`src/rtl/pdm_mic_capture.sv`:
```
// pdm_mic_capture: PDM microphone front end for the audio record path.
// Generates the microphone clock, samples the 1-bit PDM stream on each M_CLK
// rising edge, boxcar-decimates DECIM bits into one unsigned SAMPLE_W-bit PCM
// sample and writes the samples sequentially through an addra/dina/wea
// block-RAM port, the same format the PWM playback path reads.
// Optional feature: define MIC_CLIP_DETECT_EN to add a sticky 'clip' output
// that flags any closed window that was all ones or all zeros.
module pdm_mic_capture #(
  parameter int CLK_DIV  = 50,
  parameter int DECIM    = 256,
  parameter int SAMPLE_W = 12,
  parameter int ADDR_W   = 20,
  parameter int DEPTH    = 65536
) (
  input  logic                CLK100MHZ,
  input  logic                rst,
  input  logic                start,
  input  logic                stop,
  input  logic                M_DATA,
  output logic                M_CLK,
  output logic                M_LR_SEL,
  output logic [ADDR_W-1:0]   addra,
  output logic [SAMPLE_W-1:0] dina,
  output logic                wea,
  output logic                busy,
  output logic                done
`ifdef MIC_CLIP_DETECT_EN
  ,
  output logic                clip
`endif
);

  localparam int DIV_W      = (CLK_DIV > 1) ? $clog2(CLK_DIV) : 1;
  localparam int LOG2_DECIM = $clog2(DECIM);
  localparam int ONES_W     = $clog2(DECIM + 1);
  localparam int SHIFT      = SAMPLE_W - LOG2_DECIM;

  localparam logic [DIV_W-1:0]      DIV_LAST  = DIV_W'(CLK_DIV - 1);
  localparam logic [LOG2_DECIM-1:0] BIT_LAST  = LOG2_DECIM'(DECIM - 1);
  localparam logic [ONES_W-1:0]     CNT_MAX   = ONES_W'(DECIM - 1);
  localparam logic [ONES_W-1:0]     ONES_FULL = ONES_W'(DECIM);
  localparam logic [ADDR_W-1:0]     LAST_ADDR = ADDR_W'(DEPTH - 1);

  localparam logic [1:0] S_IDLE    = 2'd0;
  localparam logic [1:0] S_CAPTURE = 2'd1;
  localparam logic [1:0] S_DONE    = 2'd2;

  logic [DIV_W-1:0]      div_cnt;
  logic [1:0]            state;
  logic [ONES_W-1:0]     ones;
  logic [LOG2_DECIM-1:0] bit_cnt;
  logic                  stop_pend;

  logic                  rise;
  logic                  window_close;
  logic [ONES_W-1:0]     ones_total;
  logic [ONES_W-1:0]     cnt_sat;
  logic [SAMPLE_W-1:0]   sample_val;

  // The microphone only needs left-channel data, valid on the rising edge.
  assign M_LR_SEL = 1'b0;
  assign busy     = (state == S_CAPTURE);

  // The cycle in which M_CLK goes 0->1 is the cycle M_DATA gets sampled.
  assign rise         = (div_cnt == DIV_LAST) && !M_CLK;
  assign ones_total   = ones + ONES_W'(M_DATA);
  assign window_close = (state == S_CAPTURE) && rise && (bit_cnt == BIT_LAST);

  // Saturate a full window to DECIM-1 so it fits log2(DECIM) bits, then
  // left-justify into the PCM word.
  always_comb begin
    cnt_sat    = (ones_total > CNT_MAX) ? CNT_MAX : ones_total;
    sample_val = SAMPLE_W'(cnt_sat) << SHIFT;
  end

  // Free-running microphone clock divider; never reset by the FSM so the
  // microphone stays clocked between captures.
  // NOTE: every flop lists 'posedge rst' in its sensitivity so it clears the
  // moment rst rises, without waiting for a clock edge.
  always_ff @(posedge CLK100MHZ or posedge rst) begin
    if (rst) begin
      div_cnt <= '0;
      M_CLK   <= 1'b0;
    end else if (div_cnt == DIV_LAST) begin
      div_cnt <= '0;
      M_CLK   <= ~M_CLK;
    end else begin
      div_cnt <= div_cnt + DIV_W'(1);
    end
  end

  // Capture FSM: bit accumulation, window close, write strobe and addressing.
  always_ff @(posedge CLK100MHZ or posedge rst) begin
    if (rst) begin
      state     <= S_IDLE;
      addra     <= '0;
      dina      <= '0;
      wea       <= 1'b0;
      done      <= 1'b0;
      ones      <= '0;
      bit_cnt   <= '0;
      stop_pend <= 1'b0;
    end else begin
      // NOTE: non-blocking assignments throughout, so the default below and
      // any later override in the case resolve to "last assignment wins"
      // without read-after-write ordering hazards between flops.
      wea <= 1'b0;
      case (state)
        S_IDLE: begin
          if (start) begin
            state     <= S_CAPTURE;
            addra     <= '0;
            ones      <= '0;
            bit_cnt   <= '0;
            done      <= 1'b0;
            stop_pend <= 1'b0;
          end
        end
        S_CAPTURE: begin
          if (wea) begin
            // Write cycle: finish on the last address or a stop seen during
            // or just before the write, otherwise advance the address.
            if (stop || stop_pend || (addra == LAST_ADDR)) begin
              state <= S_DONE;
              done  <= 1'b1;
            end else begin
              addra <= addra + ADDR_W'(1);
            end
          end else if (window_close) begin
            wea     <= 1'b1;
            dina    <= sample_val;
            ones    <= '0;
            bit_cnt <= '0;
            if (stop) begin
              stop_pend <= 1'b1;
            end
          end else if (stop) begin
            // Abort: the partial window is simply dropped.
            state <= S_DONE;
            done  <= 1'b1;
          end else if (rise) begin
            ones    <= ones_total;
            bit_cnt <= bit_cnt + LOG2_DECIM'(1);
          end
        end
        S_DONE: begin
          state <= S_IDLE;
        end
        default: begin
          state <= S_IDLE;
        end
      endcase
    end
  end

`ifdef MIC_CLIP_DETECT_EN
  // Sticky clip flag: a closed window pinned at either rail.
  always_ff @(posedge CLK100MHZ or posedge rst) begin
    if (rst) begin
      clip <= 1'b0;
    end else if ((state == S_IDLE) && start) begin
      clip <= 1'b0;
    end else if (window_close && ((ones_total == ONES_FULL) || (ones_total == '0))) begin
      clip <= 1'b1;
    end
  end
`endif

endmodule
```
`config.mk`:
```
export PLATFORM = sky130hd
export DESIGN_NAME = pdm_mic_capture
export DESIGN_NICKNAME = d
export VERILOG_FILES = /design/src/rtl/pdm_mic_capture.sv
export SDC_FILE = /design/constraint.sdc
export NUM_CORES = 1
export LEC_CHECK = 0
export ABC_AREA = 1
export CELL_PAD_IN_SITES_DETAIL_PLACEMENT = 1
export CELL_PAD_IN_SITES_GLOBAL_PLACEMENT = 1
export CORE_MARGIN = 10
export CORE_UTILIZATION = 42
export CTS_BUF_LIST = sky130_fd_sc_hd__clkbuf_2
export DETAILED_ROUTE_END_ITERATION = 10
export PLACE_DENSITY = 0.79
export SETUP_SLACK_MARGIN = 0.2
export SYNTH_ARGS = -nofsm -noshare
export SYNTH_HDL_FRONTEND = slang
export SYNTH_SLANG_ARGS = --single-unit
export TNS_END_PERCENT = 50
```
`constraint.sdc`:
```
create_clock -name CLK100MHZ -period 2.1 [get_ports CLK100MHZ]
set_clock_uncertainty 0.1 [all_clocks]
set_input_delay 0.21 -clock CLK100MHZ [delete_from_list [all_inputs] [get_ports CLK100MHZ]]
set_output_delay 0.21 -clock CLK100MHZ [all_outputs]
set_load 0.05 [all_outputs]
```
# --- After elaboration in Yosys (flattened, before gate mapping) ---
# Index checks and enable logic that the tools add are counted.
totals:
  reg_bits: 57
  output_inout_bits: 37
  wordCells: 82
  in_bits: 5
op_classes:
  bitwise: 2
  n_reduce_logical: 14
  n_mux: 36
  eq_ne: 15
  magnitude_cmp: 1
  addsub: 4
op_table:
  columns: ["operator", "count"]
  rows:
  - ["$mux W20", 3]
  - ["$mux W8", 6]
  - ["$mux W9", 5]
  - ["$pmux W20 S2", 1]
  - ["$add A20 B1 Y20 const B", 1]
  - ["$eq A20 B16 Y1 const B", 1]
  - ["$pmux W9 S2", 1]
  - ["$pmux W8 S2", 1]
  - ["$reduce_and A5 Y1", 3]
  - ["$mux W1", 10]
  - ["$mux W2", 5]
  - ["$ne A2 B2 Y1 const B", 5]
  - ["$add A9 B1 Y9", 1]
  - ["$gt A9 B8 Y1 const B", 1]
  - ["$add A8 B1 Y8 const B", 1]
  - ["$eq A8 B8 Y1 const B", 1]
  - ["$reduce_and A4 Y1", 2]
  - ["$add A6 B1 Y6 const B", 1]
  - ["$eq A6 B6 Y1 const B", 1]
  - ["$mux W6", 1]
  - ["$ne A3 B2 Y1 const B", 2]
  - ["$ne A3 B3 Y1 const B", 2]
  - ["$pmux W1 S2", 2]
  - ["$pmux W2 S2", 1]
  - ["10 further kinds", 14]

# --- Depth between registers and ports, before layout ---
# Gate-level depths: netlist of run 1.
depth:
  word_depth: 7
  ltp_mapped: 11
  ltp_nobuf: 11

# --- Least setup slack after synthesis of run 1 ---
# Ideal clock, no wire load.
synth_path:
  path_kind: "register -> register"
  startpoint: "register addra[0]"
  endpoint: "register addra[0]"
  setup_time_ns: 0.083
  synth_period_minus_slack_ns: 2.075
  t_required_ns: 1.917
  path_buffers: 1
  setup_slack_ns: 0.025
  t_arrival_ns: 1.893
  path_stages_with_launch: 11
  cell_sequence: "dfrtp_1 -> ha_1 -> nand3_2 -> nor2_4 -> nand3_1 -> nand2_1 -> nand2_1 -> nand2_4 -> buf_6 -> nand2_1 -> o21ai_0"
synth_between:
  elab_chain_len: 4
  elab_cells_between_ends: 8
  cone_classes: "add/sub (1); eq/ne (2); mux (3); reduce/logical (2)"
synth_lines:
  columns: ["item", "line", "text"]
  rows:
  - ["start, declared", "22", "output logic [ADDR_W-1:0] addra,"]
  - ["start signal, assigned", "127", "addra <= addra + ADDR_W'(1);"]
  - ["$add A20 B1 Y20 or $eq A20 B16 Y1 (tied branches)", "127, 123", null]
  - ["$mux W20 or $logic_or A1 B1 Y1 (tied branches)", "123", "if (stop || stop_pend || (addra == LAST_ADDR)) begin"]
  - ["$mux W20 or $ne A2 B2 Y1 (tied branches)", null, null]
  - ["$pmux W20 S2 or $reduce_and A4 Y1 (tied branches)", null, null]
# Parallel ways exist; a longest one is shown, timed or not. The select of a mux whose other input is x is not followed.
# A chain may end at the register's enable or synchronous reset.

# --- Final worst setup path of run 1 ---
layout_path:
  startpoint: "register ones[0]"
  endpoint: "register dina[10]"
layout_between:
  elab_chain_len: 3
layout_lines:
  columns: ["item", "line", "text"]
  rows:
  - ["start, declared", "50", "logic [ONES_W-1:0] ones;"]
  - ["start signal, assigned", "142", "ones <= ones_total;"]
  - ["$add A9 B1 Y9 *", "66", "assign ones_total = ones + ONES_W'(M_DATA);"]
  - ["$gt A9 B8 Y1", "72", "cnt_sat = (ones_total > CNT_MAX) ? CNT_MAX : ones_total;"]
  - ["$mux W8 *", "72", null]
  - ["end signal, assigned", "131", "dina <= sample_val;"]
  - ["end, declared", "23", "output logic [SAMPLE_W-1:0] dina,"]
# Every way passes the cells marked *; elsewhere a longest branch is shown, timed or not.

==> flow_metrics.py, run 1 <==
metrics = {
    "clock_network": {
        "cts_tree": "yes",
        "path_clk_slew_ns": 0.18,
        "insertion_delay_ns": 0.51,
        "cts_buffer_depth": 2,
        "cts_sinks": 57,
        "cts_root_buf": "clkbuf_2",
        "cts_max_level": 3,
        "cts_buffers": 9,
    },
    "worst_setup_path": {
        "required_ns": 2.44,
        "slowest_delay_ns": 0.39,
        "path_buf_inv": 1,
        "cp_top_family": "simple AND/OR/NAND/NOR gates",
        "cp_common_cell": "ha_2",
        "critPathLaunchType": "register",
        "cp_cell_sequence": "ha_2 > ha_2 > nand3_2 > nor2_4 > nand3_4 > xor2_4 > buf_6 > nor2_1 > o21ai_1",
        "cp.arrival_ns": 2.25,
        "critPathMaxFanout": 7,
        "path_class": "register to register",
        "end_kind": "register",
        "crit_slowest_cell": "dfrtp_1",
    },
    "timing": {
        "post-route-period-util_pct": 90.9,
        "maxSlewViolCount": 0,
        "finalWorstPathRequiredPeriod_ns": 1.91,
        "fmax_mhz": 524,
        "rsz0062_at_grt": "yes",
        "relSlewSlack_pct": 65.5,
        "tightestPinTransition_ns": 0.516,
        "hold_violations": 0,
        "setup_viol": 0,
    },
    "yosys": {
        "ys_seq_area_share_pct": 42.3,
        "syn_area_per_cell_um2": 7.70,
        "synth_compound_area_share_pct": 6.09,
        "synth_top_area_share_pct": 42.3,
        "synth.distinct_cells": 32,
        "synth_top_family_by_area": "simple AND/OR/NAND/NOR gates",
        "synth_mux_area_share_pct": 0,
        "synth-simple-area-share_pct": 34.2,
        "synth_top_area_cell": "dfrtp_1",
        "synthesis.area_um2": 3370,
        "synth_fa_ha_area_share_pct": 2.23,
        "yosys_warnings": 0,
        "syn_inst": 438,
        "yosys.area_share.xor_xnor_pct": 6.49,
        "ys_seq_elements": 57,
        "yosys-top-cells-area": "dfrtp_1 42%, nand2_1 15%, nor2_1 6.0%",
    },
    "global_routing": {
        "grt_max_degree": 44,
        "grt_pass1_vias": 3259,
        "grt_util_all_layers_pct": 15.9,
        "grt_pass1_wl_um": 15300,
        "antenna_found_initial": 0,
        "gr-total-overflow": 0,
    },
    "final_layout": {
        "finalInstanceArea_um2": 4360,
        "nNetsFinal": 525,
        "instances_no_fill": 620,
        "area_delta_synth_final_pct": 29.4,
        "multi_input_area_um2": 1850,
        "final-seq-area_um2": 1440,
        "nFillCells": 962,
        "n_antenna_cell": 0,
        "layout-drive-gt1-share_pct": 20.7,
    },
    "die": {
        "num_io_pins": 42,
        "die_area_um2": 12000,
        "die_h_um": 110,
        "die_w_um": 110,
        "core_um2": 7770,
        "start_util_pct": 43.4,
        "rows": 32,
    },
    "detailed_routing": {
        "drt-wirelength-per-cell_um": 17.2,
        "vias": 3186,
        "wirelength_um": 10700,
        "first_iter_violations": 98,
        "viasPerCell": 5.14,
        "drcViolationCount": 0,
        "drtAntennaViolNets": 0,
        "first_pass_iters": 4,
    },
    "power_and_ir_drop": {
        "p_per_area_nw_per_um2": 889,
        "p_leak_nw": 2.14,
        "max-vdd-ir-drop_v": 0.000631,
    },
    "placement": {
        "place_area_um2": 3850,
        "io_buffers": 36,
        "place_inst": 576,
        "gp_congestion": 0.886,
        "dpl.hpwl_um": 6830,
    },
    "job": {
        "cap_violations": 0,
    },
    "outcome": {
        "status": "complete, no violations",
    },
    "hold_path": {
        "min_path_type": "primary input to register",
    },
}
==> kinds of logic after synthesis <==
kind of cell / Yosys count
AOI/OAI and AO/OA: 37
other: 1
DFF: 57
and+or+nand+nor: 255
adders and majority gates: 6
buffers and inverters: 57
xor gates and xnor gates: 25
==> path summary, 6_finish.rpt <==
check,from,endpoint,slack [ns],cells after the start
min in group asynchronous,rst,addra[12],0.41,3
max,ones[0],dina[10],0.19,9
max in group asynchronous,rst,bit_cnt[7],0.91,4
min reg2reg,dina[6],dina[6],0.41,2
max reg2reg,ones[0],dina[10],0.19,9
min,stop,stop_pend,0.27,3
==> metrics by stage <==
stage | hold WS [ns] | utilization (%) | power, mW | TNS [ns] | worst slack, ns
final | 0.268 | 56.2 | 3.88 | 0 | 0.190
after global routing | 0.259 | 56.2 | 4.09 | 0 | 0.0831
after CTS | 0.259 | 51.4 | 3.38 | 0 | 0.0852
after detailed placement | 0.377 | 49.6 | 2.51 | -1.95 | -0.283
after global placement | 0.378 | 49.6 | 2.47 | -0.965 | -0.163
after floorplan | 0.299 | - | 2.25 | 0 | 0.207
==> placed cells by master, fill, tap and decap left out, types with 3 or more instances in the layout <==
master           count
nand2_1            129
nor2_1              50
dfrtp_1             48
inv_1               36
nand3_1             31
dlygate4sd2_1       30
buf_4               28
xor2_1              19
o21ai_1             17
o21ai_0             11
dfrtp_2              9
clkbuf_2             9
nor3_1               8
nor2_4               7
nand2_4              7
nand2_2              6
inv_2                5
nand3_2              5
xnor2_1              5
conb_1               5
buf_6                5
nand3_4              4
a21oi_1              4
ha_2                 4
clkdlybuf4s50_1      4
nand4_1              3
==> registers in the layout (all words and copies together), names as in the netlist <==
name / count
M_CLK: 1
div_cnt: 6
addra: 20
bit_cnt: 8
stop_pend: 1
dina: 8
done: 1
ones: 9
wea: 1
state: 2
==> cells in the mapped netlist <==
master and instances:
buf_4 5, buf_2 2, a21boi_0 3, nand2_1 134, nand2_4 3, nor3_1 9
inv_1 38, o21ai_4 1, o21ai_1 17, buf_1 1, buf_6 7, nand4_1 3
nor2_4 5, nor3_2 1, a31oi_1 1, or2_2 1, nand3_1 35, inv_2 3
clkinv_2 1, nor3_4 1, a21oi_1 4, xor2_1 20, nand3_4 2, nand3_2 2
and3_1 1, dfrtp_1 57, xnor2_1 5, nor2_1 54, ha_1 6, conb_1 1
nand2_2 4, o21ai_0 11
==> layout make-up <==
cell class	count	area share (%)
multi-input cells	332	42.4
flip-flops and latches	57	33.0
repair buffers	72	15.1
inverters	42	3.73
well taps	102	2.93
clock inverters	6	1.92
clock buffers	9	1.03
==> where the power goes <==
group	leakage [nW]	switching, mW	internal, mW
registers	0.728	0.0786	1.18
clock network	0.0731	0.471	0.382
logic	1.34	1.12	0.645
==> worst reg2reg max path: cells and delay by family (launching register included) <==
family,cells,cell delay (ns)
fa+ha+maj,2,0.38
flops,1,0.39
simple gates,4,0.41
buf+inv,1,0.14
xor+xnor,1,0.31
compound gates,1,0.13
==> metal layers <==
metal,global-route usage [%],wire [um]
met1,17.2,4200
met2,29.3,5690
met3,2.87,392
met4,7.06,371
met5,0,0
==> what timing repair did <==
item	in CTS	in global routing
endpoints found under the setup margin	67	60
pin swaps	0	10
hold endpoints to repair	14	0
gates resized for setup	38	38
hold buffers	1	0
cloned	0	5
setup buffers	1	22
No activity file was read; power rests on OpenSTA's default activity.
==> run 2: changes to the inputs <==
--- a/config.mk
+++ b/config.mk
@@ -9,10 +9,10 @@
 export CELL_PAD_IN_SITES_DETAIL_PLACEMENT = 1
 export CELL_PAD_IN_SITES_GLOBAL_PLACEMENT = 1
 export CORE_MARGIN = 10
-export CORE_UTILIZATION = 42
+export CORE_UTILIZATION = 40
 export CTS_BUF_LIST = sky130_fd_sc_hd__clkbuf_2
 export DETAILED_ROUTE_END_ITERATION = 10
-export PLACE_DENSITY = 0.79
+export PLACE_DENSITY = 0.75
 export SETUP_SLACK_MARGIN = 0.2
 export SYNTH_ARGS = -nofsm -noshare
 export SYNTH_HDL_FRONTEND = slang
==> run 2 against run 1 <==
Against the previous run:
- fmax fell by 0.68%
- final cell count unchanged
- largest cell class unchanged
- via count shrank 0.97%
- largest power group unchanged
- first-iteration DRC count grew 30%
- critical path type is now register to output port
- routed wire length down 2.3%
==> flow_metrics.py, run 2 (synthesis gave the netlist of run 1 again) <==
metrics = {
    "detailed_routing": {
        "first_iter_violations": 127,
        "drtAntennaViolNets": 0,
        "drt-wirelength-per-cell_um": 16.8,
        "vias": 3155,
        "wirelength_um": 10400,
        "first_pass_iters": 4,
        "viasPerCell": 5.09,
        "drcViolationCount": 0,
    },
    "final_layout": {
        "instances_no_fill": 620,
        "layout_commonest_cell": "nand2_1",
        "n_antenna_cell": 0,
        "layout-drive-gt1-share_pct": 20.8,
        "reg_top3": "addra (20), ones (9)",
        "most-common-layout-cells": "132 x nand2_1, 51 x nor2_1, 43 x dfrtp_1",
        "largest_reg_flops": 20,
        "area_delta_synth_final_pct": 29.2,
        "fin_util_pct": 53.0,
        "nNetsFinal": 521,
        "regMostFlops": "addra",
    },
    "timing": {
        "setup_viol": 0,
        "post-route-period-util_pct": 91.6,
        "tightestPinTransition_ns": 0.509,
        "maxSlewViolCount": 0,
        "hold_violations": 0,
        "postLayoutSetupSlackWorst_ns": 0.177,
        "rsz0062_at_grt": "yes",
        "finalWorstPathRequiredPeriod_ns": 1.92,
        "hold_slack_ns": 0.282,
        "relSlewSlack_pct": 66.0,
        "fmax_mhz": 520,
    },
    "worst_setup_path": {
        "cp.arrival_ns": 1.61,
        "critPathMaxFanout": 5,
        "end_kind": "output port",
        "path_class": "register to output port",
        "required_ns": 1.79,
        "critPathLaunchType": "register",
    },
    "clock_network": {
        "cts_buffers": 9,
        "insertion_delay_ns": 0.51,
        "cts_max_level": 3,
        "cts_root_buf": "clkbuf_2",
        "path_clk_slew_ns": 0.17,
        "cts_tree": "yes",
        "cts_sinks": 57,
        "cts_buffer_depth": 2,
    },
    "die": {
        "num_io_pins": 42,
        "die_area_um2": 12500,
        "die_w_um": 112,
        "core_um2": 8220,
        "start_util_pct": 41.0,
        "die_h_um": 112,
        "rows": 33,
    },
    "global_routing": {
        "grt_pass1_wl_um": 15700,
        "grt_max_degree": 58,
        "grt.met3_usage_pct": 3.97,
        "grt_util_all_layers_pct": 15.0,
        "grt_pass1_vias": 3151,
        "antenna_found_initial": 0,
        "gr-total-overflow": 0,
        "grt-busiest-layer": "met2",
        "use_met2_pct": 26.6,
        "grtUsageMet1_pct": 17.3,
    },
    "power_and_ir_drop": {
        "total_power_mw": 3.64,
        "p_per_area_nw_per_um2": 836,
        "p_leak_nw": 2.11,
        "max-vdd-ir-drop_v": 0.000461,
    },
    "placement": {
        "place_inst": 578,
        "dpl.hpwl_um": 6550,
        "pre_cts_ws_ns": -0.283,
        "gp_congestion": 0.847,
        "io_buffers": 36,
    },
    "job": {
        "cap_violations": 0,
    },
    "outcome": {
        "status": "complete, no violations",
    },
    "hold_path": {
        "min_path_type": "primary input to register",
    },
}
==> run 2: cell count changes in the layout (fill, tap and decap cells not counted), moves of 4 or more <==
| cell | delta |
|---|---|
| dlygate4sd2_1 | -7 |
| dfrtp_1 | -5 |
| dfrtp_2 | +5 |
| dlymetal6s2s_1 | +5 |
| clkinv_2 | +4 |
| ha_2 | -4 |
| ha_4 | +4 |
==> run 2: what timing repair did <==
action | in CTS | in global routing
pin swaps | 1 | 13
hold buffers | 1 | 0
buffers inserted | 2 | 20
hold endpoints to repair | 51 | 0
setup endpoints to repair | 55 | 73
cloned | 0 | 3
gates resized for setup | 35 | 43
==> run 2: worst paths after layout <==
kind                            start          to  slack (ns)  cells after the start
max reg2reg                bit_cnt[0]  bit_cnt[0]        0.23                      9
min in group asynchronous         rst   addra[16]        0.53                      4
max in group asynchronous         rst    addra[4]        1.09                      4
max                          addra[0]    addra[0]        0.18                      2
min                              stop   stop_pend        0.28                      3
min reg2reg                div_cnt[0]  div_cnt[0]        0.41                      1
==> run 2: layout make-up <==
class	count	area, um2
clock inverter	6	58.8
tap	105	131
sequential	57	1440
multi-input combinational	330	1850
timing repair buffer	70	666
fill	1048	3860
inverter	42	163
clock buffer	10	50.0
==> run 2: stage by stage <==
step                area [um2]  setup TNS, ns
floorplan                 3390              0
global placement          3850          -1.01
detailed placement        3850          -1.71
CTS                       3990              0
global route              4360              0
finish                    4360              0
==> run 2: critical path, stage by stage (launching register included) <==
cell and delay (ns):
dfrtp_2 0.46, buf_4 0.13, dlygate4sd2_1 0.52
==> run 2: power by group <==
| part | total, mW | leakage, nW | switching [mW] | internal [mW] |
|---|---|---|---|---|
| Clock | 0.737 | 0.0754 | 0.463 | 0.274 |
| Sequential | 1.29 | 0.720 | 0.105 | 1.18 |
| Combinational | 1.62 | 1.32 | 1.05 | 0.566 |
| Total | 3.64 | 2.11 | 1.62 | 2.02 |
==> run 2: layer usage <==
metal	part of all wire (%)	wire (um)	vias up
met5	0	0	-
met4	1.3	138	0
met3	3.3	346	12
met2	54	5610	46
met1	42	4320	1582
li1	-	-	1515
